<file path="config.mk">
export PLATFORM = sky130hd
export DESIGN_NAME = hex_display_arbiter
export DESIGN_NICKNAME = d
export VERILOG_FILES = /design/src/rtl/hex_display_arbiter.sv
export SDC_FILE = /design/constraint.sdc
export NUM_CORES = 1
export LEC_CHECK = 0
export CAP_MARGIN = 20
export CORE_MARGIN = 4
export CORE_UTILIZATION = 55
export DETAILED_ROUTE_END_ITERATION = 8
export HOLD_SLACK_MARGIN = 0.05
export MAX_ROUTING_LAYER = met4
export PLACE_DENSITY = 0.92
export SLEW_MARGIN = 20
export SYNTH_ARGS = -nofsm -noshare
export SYNTH_HDL_FRONTEND = slang
export SYNTH_SLANG_ARGS = --single-unit
</file>
<file path="constraint.sdc">
create_clock -name clk -period 5 [get_ports clk]
set_input_delay 1 -clock clk [delete_from_list [all_inputs] [get_ports clk]]
set_output_delay 1 -clock clk [all_outputs]
set_load 0.1 [all_outputs]
</file>
<file path="src/rtl/hex_display_arbiter.sv">
// Round-robin time-slicing arbiter sharing a four-digit BCD display between requesters A and B.
// Grants last at least DWELL cycles; all outputs come straight from registers.
module hex_display_arbiter #(
    parameter int DWELL = 50_000_000,
    parameter int CNT_W = 26
) (
    input  logic        clk,
    input  logic        rst_n,
    input  logic        REQ_A,
    input  logic [15:0] DATA_A,
    input  logic        REQ_B,
    input  logic [15:0] DATA_B,
    output logic [3:0]  BCD_0,
    output logic [3:0]  BCD_1,
    output logic [3:0]  BCD_2,
    output logic [3:0]  BCD_3,
    output logic        GNT_A,
    output logic        GNT_B,
    output logic        VALID
);

    typedef enum logic [1:0] {
        IDLE   = 2'd0,
        SHOW_A = 2'd1,
        SHOW_B = 2'd2
    } state_t;

    localparam logic [CNT_W-1:0] CNT_MAX = CNT_W'(DWELL - 1);

    state_t           state_q, state_d;
    logic             last_b_q, last_b_d;
    logic [CNT_W-1:0] cnt_q, cnt_d;
    logic [15:0]      bcd_q, bcd_d;
    logic             frozen_q, frozen_d;
    logic             enter_a, enter_b;
    logic             dwell_done;

    assign dwell_done = (cnt_q == CNT_MAX);

    always_ff @(posedge clk or negedge rst_n) begin
        if (!rst_n) begin
            state_q  <= IDLE;
            last_b_q <= 1'b1;
            cnt_q    <= '0;
            bcd_q    <= '0;
            frozen_q <= 1'b0;
        end else begin
            state_q  <= state_d;
            last_b_q <= last_b_d;
            cnt_q    <= cnt_d;
            bcd_q    <= bcd_d;
            frozen_q <= frozen_d;
        end
    end

    always_comb begin
        state_d  = state_q;
        last_b_d = last_b_q;
        cnt_d    = cnt_q;
        bcd_d    = bcd_q;
        frozen_d = frozen_q;
        enter_a  = 1'b0;
        enter_b  = 1'b0;

        case (state_q)
            IDLE: begin
                if (REQ_A && REQ_B) begin
                    enter_a = last_b_q;
                    enter_b = !last_b_q;
                end else begin
                    enter_a = REQ_A;
                    enter_b = REQ_B;
                end
            end
            SHOW_A: begin
                if (dwell_done && REQ_B) begin
                    enter_b = 1'b1;
                end else if (dwell_done && !REQ_A) begin
                    state_d = IDLE;
                end else begin
                    if (!dwell_done) cnt_d = cnt_q + CNT_W'(1);
                    // Once the owner drops its request the display freezes for the rest of the grant.
                    if (!REQ_A)         frozen_d = 1'b1;
                    else if (!frozen_q) bcd_d    = DATA_A;
                end
            end
            SHOW_B: begin
                if (dwell_done && REQ_A) begin
                    enter_a = 1'b1;
                end else if (dwell_done && !REQ_B) begin
                    state_d = IDLE;
                end else begin
                    if (!dwell_done) cnt_d = cnt_q + CNT_W'(1);
                    if (!REQ_B)         frozen_d = 1'b1;
                    else if (!frozen_q) bcd_d    = DATA_B;
                end
            end
            default: state_d = IDLE;
        endcase

        if (enter_a) begin
            state_d  = SHOW_A;
            last_b_d = 1'b0;
            cnt_d    = '0;
            bcd_d    = DATA_A;
            frozen_d = 1'b0;
        end else if (enter_b) begin
            state_d  = SHOW_B;
            last_b_d = 1'b1;
            cnt_d    = '0;
            bcd_d    = DATA_B;
            frozen_d = 1'b0;
        end
    end

    assign GNT_A = (state_q == SHOW_A);
    assign GNT_B = (state_q == SHOW_B);
    assign VALID = (state_q != IDLE);
    assign BCD_0 = bcd_q[3:0];
    assign BCD_1 = bcd_q[7:4];
    assign BCD_2 = bcd_q[11:8];
    assign BCD_3 = bcd_q[15:12];

endmodule

</file>
==> flow_metrics.env <==
export IMPL_outcome="complete, no violations"
export IMPL_clk_pin_slew_worst_paths_ns=0.09
export IMPL_min_path_type="reg -> reg"
export IMPL_p_per_area_nw_per_um2=644
export IMPL_yosys_cell_types_count=45
export IMPL_io_pins=55
export IMPL_cts_root_buf="clkbuf_8"
export IMPL_cp_max_fo=11
export IMPL_grt_use_met1=0.302
export IMPL_ant_nets=0
export IMPL_synth_avg_cell_area_um2=9.08
export IMPL_synthesis_instances=294
export IMPL_tightestPinTransition_ns=0.997
export IMPL_cts_resized=0
export IMPL_die_area_um2=6030
export IMPL_regArea_um2=1150
export IMPL_grt_pass1_wl_um=11300
export IMPL_ys_async_sr_fraction=1.00
export IMPL_multi_input_area_um2=1370
export IMPL_crit_buf_inv=2
export IMPL_cpPeakStageDelay_ns=1.20
export IMPL_crit_slowest_cell="clkdlybuf4s50_1"
export IMPL_slew_violations=0
export IMPL_drive_gt1_frac=0.0533
export IMPL_synthTopCellsByArea="dfrtp_1 42%, nand3_1 4.3%, a31oi_1 4.0%, o21ai_0 3.9%, nor2_1 3.8%"
export IMPL_die_w_um=77.7
export IMPL_cp_required_ns=4.00
export IMPL_min_period_ns=3.36
export IMPL_synth_main_ff_cell="dfrtp_1"
export IMPL_use_met3=0.0441
export IMPL_synth_common_cells="45 x dfrtp_1, 27 x nor2_1, 23 x nand3_1"
export IMPL_setup_ws_ns=1.64
export IMPL_grt_util_met2=0.378
export IMPL_numCtsBuffers=5
export IMPL_syn_nets=334
export IMPL_viasPerCell=6.28
export IMPL_peakVddDrop_mv=0.352
export IMPL_diodes=0
export IMPL_dr_pass1_iters=5
export IMPL_fillerInstances=363
export IMPL_syn_cell_area_um2=2670
export IMPL_max_freq_mhz=298
export IMPL_fin_tns_setup_ns=0
export IMPL_wl_per_cell_um=17.1
export IMPL_place_congestion=0.992
export IMPL_synth_edff_count=0
export IMPL_io_buffers=54
export IMPL_cts_path_max_buffers=2
export IMPL_start_util=0.565
export IMPL_grt_max_degree=47
export IMPL_dr_first_iter_drc_count=198
export IMPL_cts_hold_buf=0
export IMPL_num_rows=25
export IMPL_yosysSeqAreaShare=0.432
export IMPL_place_area_um2=3190
export IMPL_finalSetupViolCount=0
export IMPL_nets=377
export IMPL_hpwl_um=4690
export IMPL_design_area_um2=3280
export IMPL_fin_crit_sh=0.672
export IMPL_yosysMostFrequentCell="dfrtp_1"
export IMPL_synth_top_area_share=0.422
export IMPL_drc=0
export IMPL_yosysTopAreaCell="dfrtp_1"
export IMPL_crit_family="buffers and inverters"
export IMPL_clock_latency_ns=0.30
export IMPL_startpoint="state_q[1]"
export IMPL_cts_sink_count=46
export IMPL_yosysWarnings=0
export IMPL_place_ws_ns=1.55
export IMPL_cp_end_kind="output pin"
export IMPL_hold_viol=0
export IMPL_skew_ns=0.00990
export IMPL_crit_path_start_kind="flop"
export IMPL_htreeDepth=2
export IMPL_first_global_vias=2416
export IMPL_cts_tree="done"
export IMPL_holdCritStartpoint="state_q[1]"
export IMPL_dp_cells=397
export IMPL_cp_cell_sequence="inv_1 -> ha_1 -> clkdlybuf4s50_1"
export IMPL_grt_overflow=0
export IMPL_slew_headroom=0.333
export IMPL_timing_rr_start="cnt_q[0]"
export IMPL_core_area_um2=4720
export IMPL_p_leak_nw=1.23
export IMPL_drt_total_wl_um=6940
export IMPL_syn2layout_area_growth_pct=22.9
export IMPL_drv_cap=0
export IMPL_cts_setup_buffers=0
export IMPL_finalNonFillerCells=405
export IMPL_path_class="reg -> out"
export IMPL_vias=2543
export IMPL_die_height_um=77.7
export IMPL_synth_seq_cells=46
export IMPL_antenna_found_initial=0
export IMPL_globalRoute_busiestLayer="met2"
export IMPL_grt_util_all_layers=0.239
export IMPL_rsz0062_at_grt="no"
export IMPL_arrival_ns=2.36
-- cells in the final DEF, fill, tap and decap left out, drive strengths merged, types with 12 or more instances in the layout --
cell type / instances
clkdlybuf4s50: 53
o21ai: 23
nor3: 19
nor2: 27
nand3: 23
nand2: 12
dfrtp: 45
a31oi: 17
a21oi: 12
-- routing by layer --
layer | wire (µm) | vias to the layer above | part of all wire
li1 | - | 1177 | -
met1 | 2850 | 1231 | 0.41
met2 | 3510 | 114 | 0.51
met3 | 404 | 21 | 0.058
met4 | 171 | 0 | 0.025
met5 | 0 | - | 0
-- state kept, by name, summed over array words and instances (netlist names) --
register  count
bcd_q        16
cnt_q        26
frozen_q      1
state_q       2
last_b_q      1
-- power breakdown --
group | switching, W | leakage (nW) | internal (W) | total [W]
sequential | 0.0000589 | 0.593 | 0.000469 | 0.000528
combinational | 0.00102 | 0.588 | 0.000336 | 0.00135
clock | 0.000121 | 0.0482 | 0.000112 | 0.000232
total | 0.00119 | 1.23 | 0.000917 | 0.00211
-- worst paths after layout --
kind                              end  slack (ns)  cells after the start
setup / recovery                GNT_A        1.64                      3
hold / removal             state_q[1]        0.56                      1
setup reg to reg            bcd_q[15]        2.15                      6
hold reg to reg            state_q[1]        0.56                      1
max in group asynchronous    cnt_q[1]        3.91                      1
min in group asynchronous   bcd_q[13]        0.68                      1
-- layout make-up --
class                           instances  share of cell area
Tap cell                               67              0.0255
Inverter                               10              0.0114
Timing Repair Buffer                   55               0.166
Multi-Input combinational cell        219               0.418
Sequential cell                        46               0.351
Clock buffer                            7              0.0263
Clock inverter                          1             0.00152
-- through the flow --
stage	utilization	total power, W	hold WS, ns
2_1_floorplan	-	0.00158	0.500
3_3_place_gp	0.675	0.00184	0.524
3_5_place_dp	0.675	0.00187	0.540
4_1_cts	0.694	0.00211	0.559
5_1_grt	0.695	0.00221	0.576
6_report	0.695	0.00211	0.557
-- cells by family after synthesis --
group	share of synthesized area
xor gates and xnor gates	0.0558
adders and majority gates	0.0187
and+or+nand+nor	0.238
DFF	0.432
buffers and inverters	0.0548
muxes	0.0117
AOI/OAI and AO/OA	0.190
No activity file was read; power rests on OpenSTA's default activity.
